`config.mk`:
```
export PLATFORM = sky130hd
export DESIGN_NAME = alu_issue_stage
export DESIGN_NICKNAME = d
export VERILOG_FILES = /design/src/rtl/alu_issue_stage.sv
export SDC_FILE = /design/constraint.sdc
export NUM_CORES = 1
export LEC_CHECK = 0
export BUFFER_PORTS_ARGS = -buffer_cell sky130_fd_sc_hd__buf_2
export CORE_MARGIN = 10
export CORE_UTILIZATION = 45
export DETAILED_ROUTE_END_ITERATION = 8
export PLACE_DENSITY = 0.79
export SLEW_MARGIN = 25
export SYNTH_ARGS = -nofsm -noshare
export SYNTH_HDL_FRONTEND = slang
export SYNTH_SLANG_ARGS = --single-unit
export TNS_END_PERCENT = 10
```
`constraint.sdc`:
```
create_clock -name clk -period 1.75 [get_ports clk]
set_input_delay 0.2625 -clock clk [delete_from_list [all_inputs] [get_ports clk]]
set_output_delay 0.2625 -clock clk [all_outputs]
set_load 0.02 [all_outputs]
```
`src/rtl/alu_issue_stage.sv`:
```
// Issue stage between a command handshake and an external combinational ALU.
// Holds ALU operands, waits a settle delay, captures results and tracks signed overflow.
module alu_issue_stage #(
  parameter int unsigned SETTLE_CYCLES = 1
) (
  input  logic        clk,
  input  logic        reset,
  input  logic        in_valid,
  output logic        in_ready,
  input  logic [31:0] in_a,
  input  logic [31:0] in_b,
  input  logic [2:0]  in_op,
  output logic [31:0] alu_a,
  output logic [31:0] alu_b,
  output logic [2:0]  alu_op,
  input  logic [31:0] alu_out,
  input  logic        alu_cout,
  input  logic        alu_zero,
  input  logic        alu_overflow,
  output logic        res_valid,
  input  logic        res_ready,
  output logic [31:0] res_out,
  output logic        res_cout,
  output logic        res_zero,
  output logic        res_overflow,
  input  logic        clr_sticky,
  output logic        sticky_ovf,
  output logic [15:0] res_count
);

  // state | meaning
  // IDLE  | ready for a command
  // WAIT  | operands driven, counting down the ALU settle time
  // DONE  | results captured, waiting for res_ready
  typedef enum logic [1:0] {IDLE, WAIT, DONE} state_t;

  localparam logic [3:0] SETTLE = 4'(SETTLE_CYCLES);

  state_t     state;
  logic [3:0] cnt;
  logic       capture;
  logic       set_sticky;

  assign capture    = (state == WAIT) && (cnt == 4'd1);
  // Only ADD/SUB overflow is meaningful as signed overflow.
  assign set_sticky = capture && alu_overflow && (alu_op[2:1] == 2'b00);

  // Gated by reset so the handshakes drop in the same cycle reset is raised.
  assign in_ready  = (state == IDLE) && !reset;
  assign res_valid = (state == DONE) && !reset;

  always_ff @(posedge clk) begin
    if (reset) begin
      state        <= IDLE;
      cnt          <= 4'd0;
      alu_a        <= 32'd0;
      alu_b        <= 32'd0;
      alu_op       <= 3'd0;
      res_out      <= 32'd0;
      res_cout     <= 1'b0;
      res_zero     <= 1'b0;
      res_overflow <= 1'b0;
      sticky_ovf   <= 1'b0;
      res_count    <= 16'd0;
    end else begin
      case (state)
        IDLE: begin
          if (in_valid) begin
            alu_a  <= in_a;
            alu_b  <= in_b;
            alu_op <= in_op;
            cnt    <= SETTLE;
            state  <= WAIT;
          end
        end
        WAIT: begin
          cnt <= cnt - 4'd1;
          if (capture) begin
            res_out      <= alu_out;
            res_cout     <= alu_cout;
            res_zero     <= alu_zero;
            res_overflow <= alu_overflow;
            state        <= DONE;
          end
        end
        DONE: begin
          if (res_ready) begin
            res_count <= res_count + 16'd1;
            state     <= IDLE;
          end
        end
        default: state <= IDLE;
      endcase

      if (set_sticky) begin
        sticky_ovf <= 1'b1;
      end else if (clr_sticky) begin
        sticky_ovf <= 1'b0;
      end
    end
  end

endmodule

```
==> summary.txt, run 1 <==
Logic synthesis
  • Mapped Nets: a little under 700
  • Syn Inst Count: 570
  • #FFs+latches synth: between 100 and 150
  • Syn Area/Cell: roughly 8 um2
  • Top-area cell type share of the netlist area: 0.546
  • YS warnings: 0
  • Largest cells by area after synthesis: dfxtp_1, nand2_1, a21oi_1, clkbuf_1, nor2_1
  • Area leader, netlist: dfxtp_1
  • Seq/Total Area, Yosys: 0.546
  • Synth cell types: 36
  • Synthesized area: approximately 4600 um2

Worst setup path
  • Worst Reg-to-Reg Cells: 6
  • Slowest CP cell: dfxtp_2
  • Critical path data arrival time: approximately 1.5 ns
  • Top cell by count, worst path: buf_4
  • CP required: about 1.5 ns
  • Reg2reg start: cnt[1]
  • CP peak stage delay: 0.36 ns
  • R2R Setup Slk: around 0.11 ns
  • Crit path max fanout: 11
  • CP cell instances: buf_4, nor3b_2, buf_4
  • Reg2reg end: sticky_ovf
  • Worst setup path class: reg2out
  • CP Capture Type: primary output
  • Kind of start point of the critical path: flop

Power
  • Worst vdd ir: about 0.00063 V
  • LEAKAGE: 0.00340 uW
  • Pwr dens: a little over 1000 nW/um2
  • Total power draw: ~7700 uW

Floorplan
  • Initial core utilization: 0.464
  • IO Pins: 228
  • Core area: around 9900 um2
  • Row count: 36
  • Die X: roughly 120 um
  • Vert. Die Dim: between 100 and 150 um
  • Die area: around 15000 um2

Route
  • Total Wirelength: around 17000 um
  • Initial DRC Count: between 400 and 500
  • Routed vias: approximately 5200
  • Post-DRT Antenna Nets: 0
  • Vias per cell: 4.96
  • Residual DRC: 0
  • Pre-antenna DRT Iters: 5
  • Drt wl/cell: about 16 um

Global routing
  • Pin count of the biggest net entering global routing: 68
  • Initial antenna violation count: 4
  • Grt total ovfl: 0
  • Number of global-route vias before repair: about 5300
  • First-pass GRT wire length: about 27000 um
  • GRT Total Usage: 0.225

CTS
  • Max clock buf depth: 2
  • Sink Count: about 130
  • H-tree depth: 4
  • Total CTS buffers: 17
  • CTS root buffer: clkbuf_8
  • TritonCTS clock tree: built
  • Clk pin slew, worst setup/hold paths: roughly 0.06 ns
  • Setup Fix Bufs, Post-CTS: 0
  • Worst-Skew Late Latency: 0.52 ns

Placed design
  • Port Buffers: roughly 230
  • DP Cell Count: approximately 900
  • Dpl hpwl: 10400 um
  • GPL Wtd Cong: between 0.8 and 0.9

Outcome
  • Status: completed

Min path
  • Hold WC Path Type: in2reg
  • Hold path startpoint: alu_out[7]
  • Hold path depth: 3
  • Hold EP: res_out[7]

Cells and area
  • Filler cell count: approximately 630
  • Final #Nets: 999
  • Synth-to-Final Area Change: 63.5%
  • Area of the multi-input gates: approximately 1900 um2
  • Layout cells sized above 1: 0.317
  • Non-filler cells, final: roughly 1000
  • Flip-flop and latch area: about 2500 um2

Timing
  • Worst slew margin: 0.678
  • Final Max Slew Viols: 0
  • Crit path time final: ~1.7 ns
  • Final hold vios: 0
  • Final setup viols: 0
  • Worst-margin pin slew: just under 0.5 ns
  • RSZ-0062 raised after global routing: true
  • Period utilization: 0.987
  • Worst Skew: ~0.017 ns
  • Max Freq: 0.579 GHz

Job
  • MaxCap Viol Count: 0
==> flip-flops by register name, indices dropped and copies added, names as in the netlist <==
signal	cells
res_count	16
sticky_ovf	1
state	2
cnt	4
res_overflow	1
res_zero	1
res_cout	1
res_out	32
alu_op	3
alu_b	32
alu_a	32
==> Yosys cell counts <==
| cell | count |
|---|---|
| nor3b_1 | 2 |
| ha_1 | 3 |
| nand4_1 | 5 |
| xnor2_1 | 6 |
| and4_1 | 1 |
| or3_1 | 2 |
| nor2_1 | 25 |
| o21bai_1 | 1 |
| and4b_2 | 1 |
| nand3b_4 | 1 |
| clkbuf_1 | 27 |
| mux2i_1 | 1 |
| nor3_1 | 3 |
| buf_6 | 1 |
| and3_1 | 1 |
| xor2_1 | 4 |
| and4bb_2 | 1 |
| o21ai_0 | 2 |
| nor4_1 | 3 |
| nor4b_1 | 1 |
| buf_1 | 1 |
| or4b_1 | 1 |
| mux2_2 | 4 |
| a22oi_1 | 1 |
| dfxtp_1 | 125 |
| buf_2 | 10 |
| inv_1 | 4 |
| nor2b_1 | 3 |
| o31ai_1 | 1 |
| nand3_1 | 4 |
| or4_1 | 1 |
| nand2b_1 | 3 |
| or3b_2 | 1 |
| a21oi_1 | 109 |
| nand2_1 | 210 |
| nor4_2 | 1 |
==> what timing repair did <==
item | CTS | global route
hold buffers | 101 | 0
resized for setup | 3 | 5
endpoints found under the hold margin | 101 | 0
endpoints found under the setup margin | 2 | 8
==> worst max-delay path by stage <==
stage | startpoint | to | slack (ns) | depth (start not counted)
6_report | state[1] | res_valid | 0.02 | 3
5_1_grt | state[1] | res_valid | -0.03 | 3
4_1_cts | state[0] | res_valid | 0.0007 | 3
3_5_place_dp | cnt[0] | sticky_ovf | 0.11 | 5
3_3_place_gp | cnt[0] | sticky_ovf | 0.13 | 5
2_1_floorplan | res_count[3] | res_count[15] | 0.13 | 4
==> report_power, final <==
| part | total, uW | internal (uW) | switching, uW | leakage [uW] |
|---|---|---|---|---|
| registers | 3090 | 3000 | 89.6 | 0.00102 |
| clock network | 3480 | 2200 | 1270 | 0.000279 |
| logic | 1130 | 491 | 639 | 0.00210 |
==> cell type report <==
class | instances | share of cell area
antenna | 5 | 0.00167
clock inverter | 14 | 0.0225
multi-input combinational | 402 | 0.256
timing repair buffer | 339 | 0.304
tap | 133 | 0.0222
inverter | 4 | 0.00200
sequential | 125 | 0.335
clock buffer | 18 | 0.0571
==> layer usage <==
metal  track usage  share of wire  vias to the layer above
met1         0.231           0.37                     2348
met3         0.118           0.12                       42
met4         0.103          0.028                        0
li1              -              -                     2509
met2         0.371           0.48                      255
met5             0              0                        -
==> cell usage in the layout, fill, tap and decap left out, drive strengths merged, types with 2 or more instances in the layout <==
master       Yosys  final
or3              2      2
diode            0      5
mux2             4      4
nand4            5      5
buf             12    238
xnor2            6      6
nand2b           3      3
dfxtp          125    125
nand2          210    210
inv              4      5
dlygate4sd3      0    101
clkinvlp         0      5
nor2b            3      3
nor4             4      4
nor3             3      3
clkinv           0      5
clkbuf          27     18
nor3b            2      2
o21ai            2      2
nor2            25     25
xor2             4      4
nand3            4      4
ha               3      3
bufinv           0      3
a21oi          109    109
==> critical path, delay by kind of cell (launching register included) <==
family	cells	cell delay [ns]
flops	1	0.36
buf+inv	2	0.35
simple gates	1	0.23
==> metrics by stage <==
stage	cell area, um2	hold slack, ns	setup TNS (ns)	setup WS [ns]	utilization
6_report	7490	0.0261	0	0.0236	0.759
4_1_cts	7460	0.00228	0	0.000714	0.757
2_1_floorplan	4580	0.398	0	0.132	-
3_3_place_gp	5850	0.438	0	0.135	0.593
3_5_place_dp	5850	0.443	0	0.115	0.593
5_1_grt	7490	0.0205	-0.0636	-0.0326	0.759
==> kinds of logic after synthesis <==
kind of cell | share of synthesized area
buffers and inverters | 0.0396
adder cells (fa/ha/maj) | 0.00820
XOR/XNOR | 0.0191
AO/OA/AOI/OAI | 0.126
AND/OR/NAND/NOR | 0.249
multiplexers | 0.0120
flip-flops | 0.546
(Power assumes the default switching activity.)
==> run 2: changes to the inputs <==
--- a/config.mk
+++ b/config.mk
@@ -6,7 +6,7 @@
 export NUM_CORES = 1
 export LEC_CHECK = 0
 export BUFFER_PORTS_ARGS = -buffer_cell sky130_fd_sc_hd__buf_2
-export CORE_MARGIN = 10
+export CORE_MARGIN = 5
 export CORE_UTILIZATION = 45
 export DETAILED_ROUTE_END_ITERATION = 8
 export PLACE_DENSITY = 0.79
==> run 2 against run 1 <==
Register-to-register slack worse by 0.07 ns. Die area is 16% lower. Core utilization shrank 0.61 points. Critical path type is now reg2reg. Non-clock buffer count rose by 1.
==> summary.txt, run 2 (synthesis results as in run 1) <==
Outcome
  • Status: completed

Timing
  • Max Freq: 0.584 GHz (+0.82%)
  • Worst-margin pin slew: 0.477 ns (-0.00664 ns)
  • Worst slew margin: 0.682 (+0.00375)
  • Worst Skew: 0.00548 ns (-0.0117 ns)
  • Final setup viols: 0 (unchanged)
  • Final Max Slew Viols: 0 (unchanged)
  • Period utilization: 0.978 (-0.00805)
  • Crit path time final: 1.71 ns (-0.0141 ns)
  • Final hold vios: 0 (unchanged)
  • RSZ-0062 raised after global routing: true

Power
  • Clock Power Share: 0.434 (-0.017)
  • Worst vdd ir: 0.000632 V (+0.86%)
  • LEAKAGE: 0.00340 uW (-0.15%)
  • Reg power frac: 0.413 (+0.011)
  • Comb pwr share: 0.153 (+0.006)
  • Total power draw: 7470 uW (-2.9%)
  • Int Pwr: 5510 uW (-3.3%)
  • Pwr dens: 1010 nW/um2 (-2.1%)
  • Sw frac: 0.263 (+0.00308)
  • P_sw: 1970 uW (-1.8%)

Route
  • Total Wirelength: 15900 um (-5.9%)
  • Pre-antenna DRT Iters: 5 (unchanged)
  • Drt wl/cell: 15.3 um (-5.6%)
  • Vias per cell: 5.04 (+1.8%)
  • Post-DRT Antenna Nets: 0 (unchanged)
  • Routed vias: 5231 (+1.5%)
  • Residual DRC: 0 (unchanged)
  • Initial DRC Count: 435 (+2.1%)

Cells and area
  • Top flop regs: alu_a: 32 flops, alu_b: 32 flops, res_out: 32 flops
  • # diodes: 0 (-5)
  • Fin area: 7430 um2 (-0.80%)
  • Leading cell types in the layout, fill and taps excluded: buf_2, nand2_1, dfxtp_1
  • Final #Nets: 1001 (+0.20%)
  • Commonest non-fill, non-tap cell in the layout: buf_2
  • Layout cells sized above 1: 0.325 (+0.00815)
  • Synth-to-Final Area Change: 62.2%

Floorplan
  • Die area: 12300 um2 (-16%)
  • Row count: 36 (unchanged)
  • Core area: 9860 um2 (unchanged)
  • Vert. Die Dim: 111 um (-8.3%)
  • Initial core utilization: 0.464 (unchanged)
  • IO Pins: 228 (unchanged)
  • Die X: 111 um (-8.3%)

Worst setup path
  • CP required: 2.19 ns (+0.70 ns)
  • Worst Reg-to-Reg Cells: 7 (+1)
  • Worst setup path class: reg2reg
  • CP peak stage delay: 0.56 ns (+0.20 ns)
  • Worst Setup SP: cnt[1]
  • Reg2reg start: cnt[1]
  • WP depth: 7 (+4)
  • CP Capture Type: flop
  • Crit path to: sticky_ovf
  • Slowest CP cell: or4b_4
  • Crit path max fanout: 3 (-8)
  • Critical path data arrival time: 2.15 ns (+0.69 ns)
  • R2R Setup Slk: 0.04 ns (-0.07 ns)
  • CP cell instances: inv_2, ha_1, and4bb_2, buf_4, nand2b_1, or4b_4, a21oi_2
  • Kind of start point of the critical path: flop
  • WP buf/inv: 2 (unchanged)
  • Reg2reg end: sticky_ovf
  • Delay-heaviest family, CP: simple AND/OR/NAND/NOR gates

Global routing
  • Initial antenna violation count: 0 (-4)
  • GRT Total Usage: 0.250 (+0.0258)
  • Pin count of the biggest net entering global routing: 68 (unchanged)
  • Grt total ovfl: 0 (unchanged)
  • Number of global-route vias before repair: 5226 (-0.76%)
  • First-pass GRT wire length: 25600 um (-3.6%)

CTS
  • H-tree depth: 4 (unchanged)
  • Max clock buf depth: 2 (unchanged)
  • Clk pin slew, worst setup/hold paths: 0.06 ns (about the same)
  • Sink Count: 125 (unchanged)
  • TritonCTS clock tree: built
  • Worst-Skew Late Latency: 0.50 ns (-0.02 ns)
  • Total CTS buffers: 17 (unchanged)
  • CTS root buffer: clkbuf_8

Job
  • MaxCap Viol Count: 0 (unchanged)

Min path
  • Hold WC Path Type: in2reg

Placed design
  • Port Buffers: 227 (unchanged)
  • Dpl hpwl: 9360 um (-10%)
  • Area after DPL: 5880 um2 (+0.64%)
  • GPL Wtd Cong: 0.903 (+9.8%)
-- run 2: cell types whose count changed in the layout (fill, tap and decap cells not counted), moves of 2 or more --
cell           previous run  this run
dfxtp_2                   3         0
diode_2                   5         0
clkinv_2                  3         5
dfxtp_1                 122       124
clkinv_4                  2         0
buf_4                    10        20
clkbuf_1                  0         3
nor2b_4                   0         2
dlygate4sd3_1           101        93
-- run 2: layout make-up --
| class | count | area (um2) |
|---|---|---|
| multi-input cells | 403 | 1940 |
| clock buffers | 20 | 425 |
| well taps | 133 | 166 |
| repair buffers | 340 | 2250 |
| fillers | 642 | 2430 |
| inverters | 4 | 15.0 |
| clock inverters | 12 | 123 |
| flip-flops and latches | 125 | 2510 |
-- run 2: worst min path at each step --
stage	from	endpoint	slack, ns	cells past startpoint
3_5_place_dp	alu_a[6]	alu_a[6]	0.44	2
5_1_grt	alu_out[15]	res_out[15]	0.01	3
3_3_place_gp	alu_a[31]	alu_a[31]	0.44	2
4_1_cts	alu_out[15]	res_out[15]	0.002	3
6_report	alu_out[15]	res_out[15]	0.02	3
2_1_floorplan	alu_cout	res_cout	0.40	2
-- run 2: what timing repair did --
item                                    CTS  global route
cloned                                    0             1
gates resized for setup                   3             8
hold buffers                             93             0
endpoints found under the setup margin   37            39
buffers inserted                          0             3
endpoints found under the hold margin    93             0
pin swaps                                14             3
-- run 2: metal layers --
metal | track usage | share of wire | vias up
met5 | 0 | 0 | -
met3 | 0.0917 | 0.094 | 35
met4 | 0.0961 | 0.023 | 0
li1 | - | - | 2503
met2 | 0.428 | 0.50 | 285
met1 | 0.285 | 0.38 | 2408
-- run 2: worst register-to-register path, stage by stage (launching register included) --
cell,delay [ns]
dfxtp_1,0.31
inv_2,0.05
ha_1,0.14
and4bb_2,0.26
buf_4,0.12
nand2b_1,0.08
or4b_4,0.56
a21oi_2,0.12
-- run 2: power by group through the flow --
stage	logic [uW]	registers [uW]	clock network [uW]
finish	1150	3090	3240
global route	1250	3100	3420
CTS	1100	3080	3290
detailed placement	939	3140	0
global placement	912	3130	0
floorplan	381	3310	0
-- run 2: through the flow --
stage | worst slack (ns) | utilization | cells | setup TNS (ns) | hold WS (ns)
after floorplan | 0.132 | - | 570 | 0 | 0.398
after CTS | -0.0462 | 0.747 | 1033 | -0.604 | 0.00240
after global routing | -0.0170 | 0.753 | 1037 | -0.0301 | 0.0137
final | 0.0377 | 0.753 | 1037 | 0 | 0.0178
after detailed placement | -0.0293 | 0.597 | 908 | -0.262 | 0.443
after global placement | -0.331 | 0.596 | 908 | -11.42 | 0.438
